File: src/rtl/gen_arb4rr_pkg.sv
// Shared types and constants for the gen_arb4rr four-port round-robin arbiter.
package gen_arb4rr_pkg;

    localparam int                DATA_W        = 32;
    localparam int                ARB_NPORT     = 4;
    localparam logic [DATA_W-1:0] RDATA_TIMEOUT = 32'hFFFF_FFFF;

    typedef enum logic [1:0] {
        ST_IDLE,
        ST_GRANT,
        ST_RESP,
        ST_RELEASE
    } arb_state_t;

endpackage

File: src/rtl/gen_arb4rr_if.sv
// Requester-side and device-side bus bundle of gen_arb4rr.
interface gen_arb4rr_if;
    import gen_arb4rr_pkg::*;

    logic [DATA_W-1:0] p0_addr, p0_wdata, p0_rdata;
    logic [3:0]        p0_be;
    logic              p0_wr, p0_req, p0_ack;

    logic [DATA_W-1:0] p1_addr, p1_wdata, p1_rdata;
    logic [3:0]        p1_be;
    logic              p1_wr, p1_req, p1_ack;

    logic [DATA_W-1:0] p2_addr, p2_wdata, p2_rdata;
    logic [3:0]        p2_be;
    logic              p2_wr, p2_req, p2_ack;

    logic [DATA_W-1:0] p3_addr, p3_wdata, p3_rdata;
    logic [3:0]        p3_be;
    logic              p3_wr, p3_req, p3_ack;

    logic [DATA_W-1:0] dev_addr, dev_wdata, dev_rdata;
    logic [3:0]        dev_be;
    logic              dev_wr, dev_req, dev_ack;
    logic              to_err;

    // The arbiter side
    modport master (
        input  p0_addr, p0_wdata, p0_be, p0_wr, p0_req,
        input  p1_addr, p1_wdata, p1_be, p1_wr, p1_req,
        input  p2_addr, p2_wdata, p2_be, p2_wr, p2_req,
        input  p3_addr, p3_wdata, p3_be, p3_wr, p3_req,
        output p0_rdata, p0_ack, p1_rdata, p1_ack,
        output p2_rdata, p2_ack, p3_rdata, p3_ack,
        output dev_addr, dev_wdata, dev_be, dev_wr, dev_req,
        input  dev_rdata, dev_ack,
        output to_err
    );

    // Requesters plus device
    modport slave (
        output p0_addr, p0_wdata, p0_be, p0_wr, p0_req,
        output p1_addr, p1_wdata, p1_be, p1_wr, p1_req,
        output p2_addr, p2_wdata, p2_be, p2_wr, p2_req,
        output p3_addr, p3_wdata, p3_be, p3_wr, p3_req,
        input  p0_rdata, p0_ack, p1_rdata, p1_ack,
        input  p2_rdata, p2_ack, p3_rdata, p3_ack,
        input  dev_addr, dev_wdata, dev_be, dev_wr, dev_req,
        output dev_rdata, dev_ack,
        input  to_err
    );

endinterface

File: src/rtl/gen_rr_pick4.sv
// Combinational 4-way round-robin picker: searches from last+1 upward, wrapping.
module gen_rr_pick4
    import gen_arb4rr_pkg::*;
(
    input  logic [3:0] req,
    input  logic [1:0] last,
    output logic [1:0] grant,
    output logic       valid
);

    logic [1:0] idx;

    always_comb begin
        grant = 2'd0;
        valid = 1'b0;
        idx   = 2'd0;
        // i == ARB_NPORT wraps back to last itself, so it has lowest priority
        for (int i = 1; i <= ARB_NPORT; i++) begin
            idx = last + 2'(i);
            if (!valid && req[idx]) begin
                grant = idx;
                valid = 1'b1;
            end
        end
    end

endmodule

File: src/rtl/gen_arb4rr.sv
// Four-port round-robin arbiter in front of one shared device.
// Defining GEN_ARB4RR_TIMEOUT_EN adds a dev_ack timeout of TO_CYCLES cycles.
module gen_arb4rr
    import gen_arb4rr_pkg::*;
#(
    parameter int TO_CYCLES = 255
) (
    input  logic         dev_clk,
    input  logic         dev_rst_n,
    gen_arb4rr_if.master bus
);

    if (TO_CYCLES < 1 || TO_CYCLES > 65535) begin : g_to_range
        $error("gen_arb4rr: TO_CYCLES must be in 1..65535");
    end

    logic [ARB_NPORT-1:0] req_v;
    logic [ARB_NPORT-1:0] wr_v;
    logic [DATA_W-1:0]    addr_v  [ARB_NPORT];
    logic [DATA_W-1:0]    wdata_v [ARB_NPORT];
    logic [3:0]           be_v    [ARB_NPORT];

    assign req_v = {bus.p3_req, bus.p2_req, bus.p1_req, bus.p0_req};
    assign wr_v  = {bus.p3_wr,  bus.p2_wr,  bus.p1_wr,  bus.p0_wr};
    assign addr_v[0]  = bus.p0_addr;   assign addr_v[1]  = bus.p1_addr;
    assign addr_v[2]  = bus.p2_addr;   assign addr_v[3]  = bus.p3_addr;
    assign wdata_v[0] = bus.p0_wdata;  assign wdata_v[1] = bus.p1_wdata;
    assign wdata_v[2] = bus.p2_wdata;  assign wdata_v[3] = bus.p3_wdata;
    assign be_v[0]    = bus.p0_be;     assign be_v[1]    = bus.p1_be;
    assign be_v[2]    = bus.p2_be;     assign be_v[3]    = bus.p3_be;

    arb_state_t           state;
    logic [1:0]           last_grant;
    logic [1:0]           gnt;
    logic [1:0]           pick_idx;
    logic                 pick_vld;
    logic [DATA_W-1:0]    dev_addr_q, dev_wdata_q;
    logic [3:0]           dev_be_q;
    logic                 dev_wr_q, dev_req_q;
    logic [ARB_NPORT-1:0] ack_q;
    logic [DATA_W-1:0]    rdata_q [ARB_NPORT];

    gen_rr_pick4 u_pick (
        .req   (req_v),
        .last  (last_grant),
        .grant (pick_idx),
        .valid (pick_vld)
    );

`ifdef GEN_ARB4RR_TIMEOUT_EN
    // to_cnt counts GRANT cycles with dev_req already high
    localparam logic [15:0] TO_LAST = 16'(TO_CYCLES - 1);
    logic [15:0] to_cnt;
    logic        to_err_q;
    assign bus.to_err = to_err_q;
`else
    assign bus.to_err = 1'b0;
`endif

    always_ff @(posedge dev_clk or negedge dev_rst_n) begin
        if (!dev_rst_n) begin
            state       <= ST_IDLE;
            last_grant  <= 2'd3;
            gnt         <= 2'd0;
            dev_addr_q  <= '0;
            dev_wdata_q <= '0;
            dev_be_q    <= '0;
            dev_wr_q    <= 1'b0;
            dev_req_q   <= 1'b0;
            ack_q       <= '0;
            for (int i = 0; i < ARB_NPORT; i++) rdata_q[i] <= '0;
`ifdef GEN_ARB4RR_TIMEOUT_EN
            to_cnt      <= '0;
            to_err_q    <= 1'b0;
`endif
        end else begin
            ack_q <= '0;
`ifdef GEN_ARB4RR_TIMEOUT_EN
            to_err_q <= 1'b0;
`endif
            case (state)
                ST_IDLE: begin
                    if (pick_vld) begin
                        gnt         <= pick_idx;
                        dev_addr_q  <= addr_v[pick_idx];
                        dev_wdata_q <= wdata_v[pick_idx];
                        dev_be_q    <= be_v[pick_idx];
                        dev_wr_q    <= wr_v[pick_idx];
                        state       <= ST_GRANT;
`ifdef GEN_ARB4RR_TIMEOUT_EN
                        to_cnt      <= '0;
`endif
                    end
                end
                ST_GRANT: begin
                    // A real dev_ack always beats a timeout in the same cycle
                    if (bus.dev_ack) begin
                        rdata_q[gnt] <= bus.dev_rdata;
                        ack_q[gnt]   <= 1'b1;
                        dev_req_q    <= 1'b0;
                        state        <= ST_RESP;
                    end
`ifdef GEN_ARB4RR_TIMEOUT_EN
                    else if (dev_req_q && to_cnt == TO_LAST) begin
                        rdata_q[gnt] <= RDATA_TIMEOUT;
                        ack_q[gnt]   <= 1'b1;
                        dev_req_q    <= 1'b0;
                        to_err_q     <= 1'b1;
                        state        <= ST_RESP;
                    end
`endif
                    else begin
                        dev_req_q <= 1'b1;
`ifdef GEN_ARB4RR_TIMEOUT_EN
                        if (dev_req_q) to_cnt <= to_cnt + 16'd1;
`endif
                    end
                end
                ST_RESP: begin
                    last_grant <= gnt;
                    state      <= ST_RELEASE;
                end
                ST_RELEASE: begin
                    if (!req_v[gnt]) state <= ST_IDLE;
                end
                default: state <= ST_IDLE;
            endcase
        end
    end

    assign bus.dev_addr  = dev_addr_q;
    assign bus.dev_wdata = dev_wdata_q;
    assign bus.dev_be    = dev_be_q;
    assign bus.dev_wr    = dev_wr_q;
    assign bus.dev_req   = dev_req_q;

    assign bus.p0_ack   = ack_q[0];
    assign bus.p1_ack   = ack_q[1];
    assign bus.p2_ack   = ack_q[2];
    assign bus.p3_ack   = ack_q[3];
    assign bus.p0_rdata = rdata_q[0];
    assign bus.p1_rdata = rdata_q[1];
    assign bus.p2_rdata = rdata_q[2];
    assign bus.p3_rdata = rdata_q[3];

endmodule

File: src/flat_wrapper.sv
// flat-port wrapper written by rule: the top's interface ports become plain ports
module gen_arb4rr_flat import gen_arb4rr_pkg::*;
#(
    parameter int TO_CYCLES = 255
)
  (dev_clk, dev_rst_n, bus_p0_addr, bus_p0_wdata, bus_p0_be, bus_p0_wr, bus_p0_req, bus_p1_addr, bus_p1_wdata, bus_p1_be, bus_p1_wr, bus_p1_req, bus_p2_addr, bus_p2_wdata, bus_p2_be, bus_p2_wr, bus_p2_req, bus_p3_addr, bus_p3_wdata, bus_p3_be, bus_p3_wr, bus_p3_req, bus_p0_rdata, bus_p0_ack, bus_p1_rdata, bus_p1_ack, bus_p2_rdata, bus_p2_ack, bus_p3_rdata, bus_p3_ack, bus_dev_addr, bus_dev_wdata, bus_dev_be, bus_dev_wr, bus_dev_req, bus_dev_rdata, bus_dev_ack, bus_to_err);
  gen_arb4rr_if bus_i ();
  input  logic dev_clk;
  input  logic dev_rst_n;
  input wire logic [$bits(bus_i.p0_addr)-1:0] bus_p0_addr;
  input wire logic [$bits(bus_i.p0_wdata)-1:0] bus_p0_wdata;
  input wire logic [$bits(bus_i.p0_be)-1:0] bus_p0_be;
  input wire logic [$bits(bus_i.p0_wr)-1:0] bus_p0_wr;
  input wire logic [$bits(bus_i.p0_req)-1:0] bus_p0_req;
  input wire logic [$bits(bus_i.p1_addr)-1:0] bus_p1_addr;
  input wire logic [$bits(bus_i.p1_wdata)-1:0] bus_p1_wdata;
  input wire logic [$bits(bus_i.p1_be)-1:0] bus_p1_be;
  input wire logic [$bits(bus_i.p1_wr)-1:0] bus_p1_wr;
  input wire logic [$bits(bus_i.p1_req)-1:0] bus_p1_req;
  input wire logic [$bits(bus_i.p2_addr)-1:0] bus_p2_addr;
  input wire logic [$bits(bus_i.p2_wdata)-1:0] bus_p2_wdata;
  input wire logic [$bits(bus_i.p2_be)-1:0] bus_p2_be;
  input wire logic [$bits(bus_i.p2_wr)-1:0] bus_p2_wr;
  input wire logic [$bits(bus_i.p2_req)-1:0] bus_p2_req;
  input wire logic [$bits(bus_i.p3_addr)-1:0] bus_p3_addr;
  input wire logic [$bits(bus_i.p3_wdata)-1:0] bus_p3_wdata;
  input wire logic [$bits(bus_i.p3_be)-1:0] bus_p3_be;
  input wire logic [$bits(bus_i.p3_wr)-1:0] bus_p3_wr;
  input wire logic [$bits(bus_i.p3_req)-1:0] bus_p3_req;
  output wire logic [$bits(bus_i.p0_rdata)-1:0] bus_p0_rdata;
  output wire logic [$bits(bus_i.p0_ack)-1:0] bus_p0_ack;
  output wire logic [$bits(bus_i.p1_rdata)-1:0] bus_p1_rdata;
  output wire logic [$bits(bus_i.p1_ack)-1:0] bus_p1_ack;
  output wire logic [$bits(bus_i.p2_rdata)-1:0] bus_p2_rdata;
  output wire logic [$bits(bus_i.p2_ack)-1:0] bus_p2_ack;
  output wire logic [$bits(bus_i.p3_rdata)-1:0] bus_p3_rdata;
  output wire logic [$bits(bus_i.p3_ack)-1:0] bus_p3_ack;
  output wire logic [$bits(bus_i.dev_addr)-1:0] bus_dev_addr;
  output wire logic [$bits(bus_i.dev_wdata)-1:0] bus_dev_wdata;
  output wire logic [$bits(bus_i.dev_be)-1:0] bus_dev_be;
  output wire logic [$bits(bus_i.dev_wr)-1:0] bus_dev_wr;
  output wire logic [$bits(bus_i.dev_req)-1:0] bus_dev_req;
  input wire logic [$bits(bus_i.dev_rdata)-1:0] bus_dev_rdata;
  input wire logic [$bits(bus_i.dev_ack)-1:0] bus_dev_ack;
  output wire logic [$bits(bus_i.to_err)-1:0] bus_to_err;
  assign bus_i.p0_addr = bus_p0_addr;
  assign bus_i.p0_wdata = bus_p0_wdata;
  assign bus_i.p0_be = bus_p0_be;
  assign bus_i.p0_wr = bus_p0_wr;
  assign bus_i.p0_req = bus_p0_req;
  assign bus_i.p1_addr = bus_p1_addr;
  assign bus_i.p1_wdata = bus_p1_wdata;
  assign bus_i.p1_be = bus_p1_be;
  assign bus_i.p1_wr = bus_p1_wr;
  assign bus_i.p1_req = bus_p1_req;
  assign bus_i.p2_addr = bus_p2_addr;
  assign bus_i.p2_wdata = bus_p2_wdata;
  assign bus_i.p2_be = bus_p2_be;
  assign bus_i.p2_wr = bus_p2_wr;
  assign bus_i.p2_req = bus_p2_req;
  assign bus_i.p3_addr = bus_p3_addr;
  assign bus_i.p3_wdata = bus_p3_wdata;
  assign bus_i.p3_be = bus_p3_be;
  assign bus_i.p3_wr = bus_p3_wr;
  assign bus_i.p3_req = bus_p3_req;
  assign bus_p0_rdata = bus_i.p0_rdata;
  assign bus_p0_ack = bus_i.p0_ack;
  assign bus_p1_rdata = bus_i.p1_rdata;
  assign bus_p1_ack = bus_i.p1_ack;
  assign bus_p2_rdata = bus_i.p2_rdata;
  assign bus_p2_ack = bus_i.p2_ack;
  assign bus_p3_rdata = bus_i.p3_rdata;
  assign bus_p3_ack = bus_i.p3_ack;
  assign bus_dev_addr = bus_i.dev_addr;
  assign bus_dev_wdata = bus_i.dev_wdata;
  assign bus_dev_be = bus_i.dev_be;
  assign bus_dev_wr = bus_i.dev_wr;
  assign bus_dev_req = bus_i.dev_req;
  assign bus_i.dev_rdata = bus_dev_rdata;
  assign bus_i.dev_ack = bus_dev_ack;
  assign bus_to_err = bus_i.to_err;
  gen_arb4rr #(.TO_CYCLES(TO_CYCLES)) u_core (.dev_clk(dev_clk), .dev_rst_n(dev_rst_n), .bus(bus_i));
endmodule
File: config.mk
export PLATFORM = sky130hd
export DESIGN_NAME = gen_arb4rr_flat
export DESIGN_NICKNAME = d
export VERILOG_FILES = /design/src/rtl/gen_arb4rr_pkg.sv /design/src/rtl/gen_arb4rr_if.sv /design/src/rtl/gen_rr_pick4.sv /design/src/rtl/gen_arb4rr.sv /design/src/flat_wrapper.sv
export SDC_FILE = /design/constraint.sdc
export NUM_CORES = 1
export LEC_CHECK = 0
export CAP_MARGIN = 20
export CORE_AREA = 2 2 201 203
export CTS_CLUSTER_SIZE = 24
export DETAILED_ROUTE_END_ITERATION = 10
export DIE_AREA = 0 0 203 205
export HOLD_SLACK_MARGIN = 0.15
export PLACE_DENSITY_LB_ADDON = 0.05
export SYNTH_ARGS = -nofsm -noshare
export SYNTH_HDL_FRONTEND = slang
export SYNTH_SLANG_ARGS = --single-unit
File: constraint.sdc
create_clock -name dev_clk -period 3.85 [get_ports dev_clk]
set_clock_uncertainty 0.1 [all_clocks]
set_input_delay 1.155 -clock dev_clk [delete_from_list [all_inputs] [get_ports dev_clk]]
set_output_delay 1.155 -clock dev_clk [all_outputs]
set_load 0.05 [all_outputs]
[Word level (Yosys, flattened, before mapping)]
Cells that the tools add are included.
Operators by class
  order comparisons: 10
  muxes and demuxes: 41
  bitwise operators: 2
  equal/unequal tests: 6
  reductions and logical operators: 12
  $add $sub $neg: 3
Operator list (count)
  $mux W32: 5
  $bmux W32 S2: 2
  $bwmux W128: 1
  $demux W32 S2: 1
  $lt A2 B3 Y1 const B: 6
  $mux W4: 4
  $mux W2: 7
  $bmux W1 S2: 6
  $mux W1: 12
  $bmux W4 S2: 1
  $pmux W2 S4: 1
  $ge A3 B3 Y1 const B: 2
  $not A2 Y3: 2
  $logic_and A1 B1 Y1: 5
  $add A2 B2 Y2 const B: 2
  $eq A2 B2 Y1 const B: 2
  $ne A2 B2 Y1 const B: 2
  $reduce_and A2 Y1: 2
  $logic_not A1 Y1: 3
  $lt A3 B1 Y1 const B: 1
  $reduce_and A3 Y1: 1
  $add A2 B1 Y2 const B: 1
  $demux W1 S2: 1
  $eq A2 B1 Y1 const B: 1
  3 further kinds: 3
Storage, ports and cells
  logic and storage cells: 87
  bits of input ports: 315
  register bits after elaboration: 208
  output and inout port bits: 203

[Logic depth before layout (Yosys ltp)]
  depth after elaboration: 17
  depth in mapped cells: 8
  depth with buffers taken out: 6

[Hierarchy]
From an unflattened synthesis, not the netlist that was laid out.
Second synthesis, totals
  cell total of the unflattened synthesis: 694
  area, all modules: 9666.8 um^2
Modules (own cells, without submodules)
  gen_arb4rr: times used 1, sequential area each 5207.5 um^2, cells an instance 680, area an instance 9575.4 um^2
  gen_rr_pick4: times used 1, sequential area each 0.0 um^2, cells an instance 14, area an instance 91.3 um^2

[Least setup slack after synthesis]
OpenSTA, ideal clock, no wires.
  path kind: input to register
  from: in bus_p0_req
  to: reg u_core.dev_addr_q[25] (netlist: u_core.bus.dev_addr[25])
  arrival: 2362 ps
  path slack: 1246 ps
  setup time: 142 ps
  stages on the path: 7
  cells stage by stage: o21a_1 > o21ai_2 > nand3_2 > buf_4 > buf_2 > a221oi_1 > a211oi_1
Between the ends
  cells in the longest elaborated chain, start to end: 16
Ends and longest elaborated chain
  from (decl): line flat_wrapper.sv:14  | input wire logic [$bits(bus_i.p0_req)-1:0] bus_p0_req;
  $bmux W1 S2: line gen_rr_pick4.sv:20  | if (!valid && req[idx]) begin
  $mux W1 (not written as such): line gen_rr_pick4.sv:20
  $mux W1: line gen_rr_pick4.sv:20
  $logic_not A1 Y1: line gen_rr_pick4.sv:20
  $logic_and A1 B1 Y1: line gen_rr_pick4.sv:20
  $mux W1: line gen_rr_pick4.sv:20
  $logic_not A1 Y1: line gen_rr_pick4.sv:20
  $logic_and A1 B1 Y1: line gen_rr_pick4.sv:20
  $mux W1: line gen_rr_pick4.sv:20
  $logic_not A1 Y1: line gen_rr_pick4.sv:20
  $logic_and A1 B1 Y1: line gen_rr_pick4.sv:20
  $mux W2: line gen_rr_pick4.sv:20
  $not A2 Y3 (not written as such): line gen_arb4rr.sv:85  | dev_addr_q <= addr_v[pick_idx];
  $bmux W32 S2: line gen_arb4rr.sv:85
  $mux W32 (not written as such) (2 in series): line gen_arb4rr.sv:85
  to (signal assigned): line gen_arb4rr.sv:85
  to (decl): line gen_arb4rr.sv:37  | logic [DATA_W-1:0] dev_addr_q, dev_wdata_q;
Parallel ways exist; a longest one is shown, timed or not. The select of a mux whose other input is x is not followed.
A chain may end at the register's enable or synchronous reset.

[Worst setup path after layout]
  from: reg u_core.dev_addr_q[8] (netlist: u_core.bus.dev_addr[8])
  to: out bus_dev_addr[8]
RTL lines
  to (decl): line flat_wrapper.sv:38  | output wire logic [$bits(bus_i.dev_addr)-1:0] bus_dev_addr;
No word-level cell between the ends.

==> results.yml <==
run_status:
  status: "completed"
timing:
  min_period_ns: 3.11
  hold_viol_final: 0
  rsz0062_at_grt: "false"
  fmax_mhz: 322
  period_share: 0.807
  slew_viol_final: 0
  fin_tns_setup_ns: 0
  worstMarginPinSlew_ns: 0.943
  slew-limit-headroom: 0.372
  setup_viol: 0
power:
  ir_drop_uv: 381
  fin_total_pwr_mw: 16.1
  p_per_area_nw_per_um2: 961
  leakage_nw: 7.18
routing:
  drt-initial-drc-count: 425
  drtAntennaViolNets: 0
  drc_errors: 0
  finalWirelength_mm: 43.0
  wl_per_cell_um: 22.5
  viasPerCell: 4.68
  vias: 8963
  drt-pass1-iter-count: 5
finish:
  final_area_um2: 16700
  num-nets-final: 1681
  drive_gt1_frac: 0.130
  syn_to_final_growth_pct: 69.5
clock_network:
  root_buffer: "clkbuf_16"
  clk_latency_ns: 0.54
  cts_tree: "yes"
  cts_resized: 0
  cts_setup_buffers: 0
  cts_max_level: 1
  cts_made_buffers: 26
  ctsHoldBuffers: 0
  cts_buffer_depth: 3
  cts.sinks: 208
  clk_pin_slew_worst_paths_ns: 0.06
synth:
  netlist_area_um2: 9860
  syn_inst: 872
  synth_edf_count: 0
  synth_common_cells: "dfrtp_1, nand2_1, mux2_2, nor2_1, mux2i_1"
  ys_seq_elements: 208
  async_flop_share: 1.00
  syn_avg_cell_area_um2: 11.3
  yosysTopAreaCellShare: 0.523
  dominantRegCellSynth: "dfrtp_1"
  yosysSeqAreaShare: 0.528
  yosysMostFrequentCell: "dfrtp_1"
  ys_warn_count: 0
  synth.distinct_cells: 35
  syn_nets: 1192
  synth.area.top_cells: "dfrtp_1, mux2_2, mux2i_1"
  yosys.area.top_type: "dfrtp_1"
worst_setup_path:
  endpoint_kind: "output port"
  path_cells: "clkdlybuf4s50_1"
  cp_data_required_time_ns: 2.59
  crit_start: "u_core.bus.dev_addr[8]"
  cp_slowest_cell: "clkdlybuf4s50_1"
  critical_path.max_stage_delay_ns: 0.97
  cp-endpoint: "bus_dev_addr[8]"
  critPathBufInv: 1
  r2r-end: "u_core.bus.dev_addr[22]"
  r2r_slack_ns: 1.39
  critPathKind: "flip-flop to output port"
  r2r_cells: 6
  r2r_start: "u_core.last_grant[1]"
  arrival_ns: 1.85
  critical_path.top_delay_family: "buffers and inverters"
  cp-start-kind: "flip-flop"
  path_max_fanout: 2
  cp.depth: 1
die:
  dieArea_um2: 41600
  coreArea_um2: 39400
  die_y_um: 205
  start_util: 0.250
  io-pin-count: 518
  fp.dieW_um: 203
  rows: 73
global_route:
  grt_overflow: 0
  grt_max_degree: 70
  grt_usage: 0.203
  antenna_found_initial: 12
  first_global_vias: 9503
  grt_pass1_wl_mm: 63.4
min_path:
  hold_class: "flip-flop to flip-flop"
place:
  dpl_cell_area_um2: 15700
  post-dp-hpwl_mm: 30.9
  portBuffers: 516
  place_congestion: 0.777
job:
  cap_violations: 0
[cell usage in the layout, fill, tap and decap left out, types with 2 or more instances in the layout]
master | netlist | layout
nand2_2 | 0 | 2
dfrtp_1 | 206 | 206
buf_12 | 0 | 11
inv_1 | 7 | 7
diode_2 | 0 | 8
clkbuf_1 | 40 | 3
clkbuf_8 | 0 | 7
nand2_1 | 104 | 102
clkdlybuf4s50_1 | 0 | 515
buf_4 | 8 | 10
o21ai_4 | 0 | 2
mux2_2 | 98 | 98
o21ai_0 | 3 | 3
mux2i_1 | 70 | 70
nor2_1 | 71 | 71
ha_1 | 5 | 5
dfstp_2 | 2 | 2
clkbuf_16 | 0 | 27
a221oi_1 | 69 | 69
bufinv_16 | 0 | 7
clkinv_2 | 0 | 4
a211oi_1 | 69 | 69
nand2b_1 | 3 | 3
and3_1 | 69 | 69
o21ai_1 | 2 | 2
[per-layer routing]
| layer | global-route usage | routed length [µm] | up-vias | part of all wire |
|---|---|---|---|---|
| met5 | 0 | 37 | - | 0.00086 |
| met4 | 0.0740 | 1290 | 6 | 0.030 |
| met3 | 0.0652 | 3590 | 68 | 0.084 |
| met2 | 0.345 | 21300 | 357 | 0.49 |
| met1 | 0.240 | 16800 | 4339 | 0.39 |
| li1 | - | - | 4193 | - |
[sequential cells by signal, indices dropped and copies added (netlist names), 4 cells and up]
signal,flops
u_core.ack_q,4
u_core.bus.dev_addr,32
u_core.bus.dev_be,4
u_core.bus.dev_wdata,32
u_core.bus.p0_rdata,32
u_core.bus.p1_rdata,32
u_core.bus.p2_rdata,32
u_core.bus.p3_rdata,32
[final cells by class]
class                           count  area (µm²)
Antenna cell                        8        20.0
Sequential cell                   208        5210
Fill cell                        3795       22700
Tap cell                          525         657
Clock buffer                       37         783
Clock inverter                     11         230
Inverter                            7        26.3
Timing Repair Buffer              537        5470
Multi-Input combinational cell    581        4320
[through the flow]
stage               hold WS (ns)  instances  setup slack, ns   util
floorplan                  0.430        872             1.25      -
global placement           0.359       1858            0.273  0.398
detailed placement         0.362       1858            0.256  0.398
CTS                        0.376       1906            0.707  0.424
global route               0.392       1912            0.665  0.424
finish                     0.371       1914            0.743  0.425
[kinds of logic (layout without fill, tap and decap cells)]
group | after synthesis | after routing | share of synthesized area
other | 1 | 9 | 0.000380
and+or+nand+nor | 255 | 255 | 0.119
muxes | 169 | 169 | 0.185
AOI/OAI and AO/OA | 151 | 151 | 0.123
buffers and inverters | 83 | 592 | 0.0383
adders and majority gates | 5 | 5 | 0.00634
DFF | 208 | 208 | 0.528
[report_power, final]
part / switching (mW) / internal (mW) / leakage [nW]
combinational: 6.04 / 3.28 / 4.19
sequential: 0.597 / 3.27 / 2.49
clock: 0.996 / 1.88 / 0.501
[how the worst min path moves through the flow]
stage                                  from                      end  slack (ns)  cells past startpoint
floorplan              u_core.last_grant[1]     u_core.last_grant[1]        0.43                      2
global placement    u_core.bus.p3_rdata[28]  u_core.bus.p3_rdata[28]        0.36                      2
detailed placement  u_core.bus.p3_rdata[14]  u_core.bus.p3_rdata[14]        0.36                      2
CTS                 u_core.bus.p3_rdata[14]  u_core.bus.p3_rdata[14]        0.38                      2
global route        u_core.bus.p3_rdata[14]  u_core.bus.p3_rdata[14]        0.39                      2
finish              u_core.bus.p3_rdata[14]  u_core.bus.p3_rdata[14]        0.37                      2
Note: power is estimated with default switching activity, not from simulation.
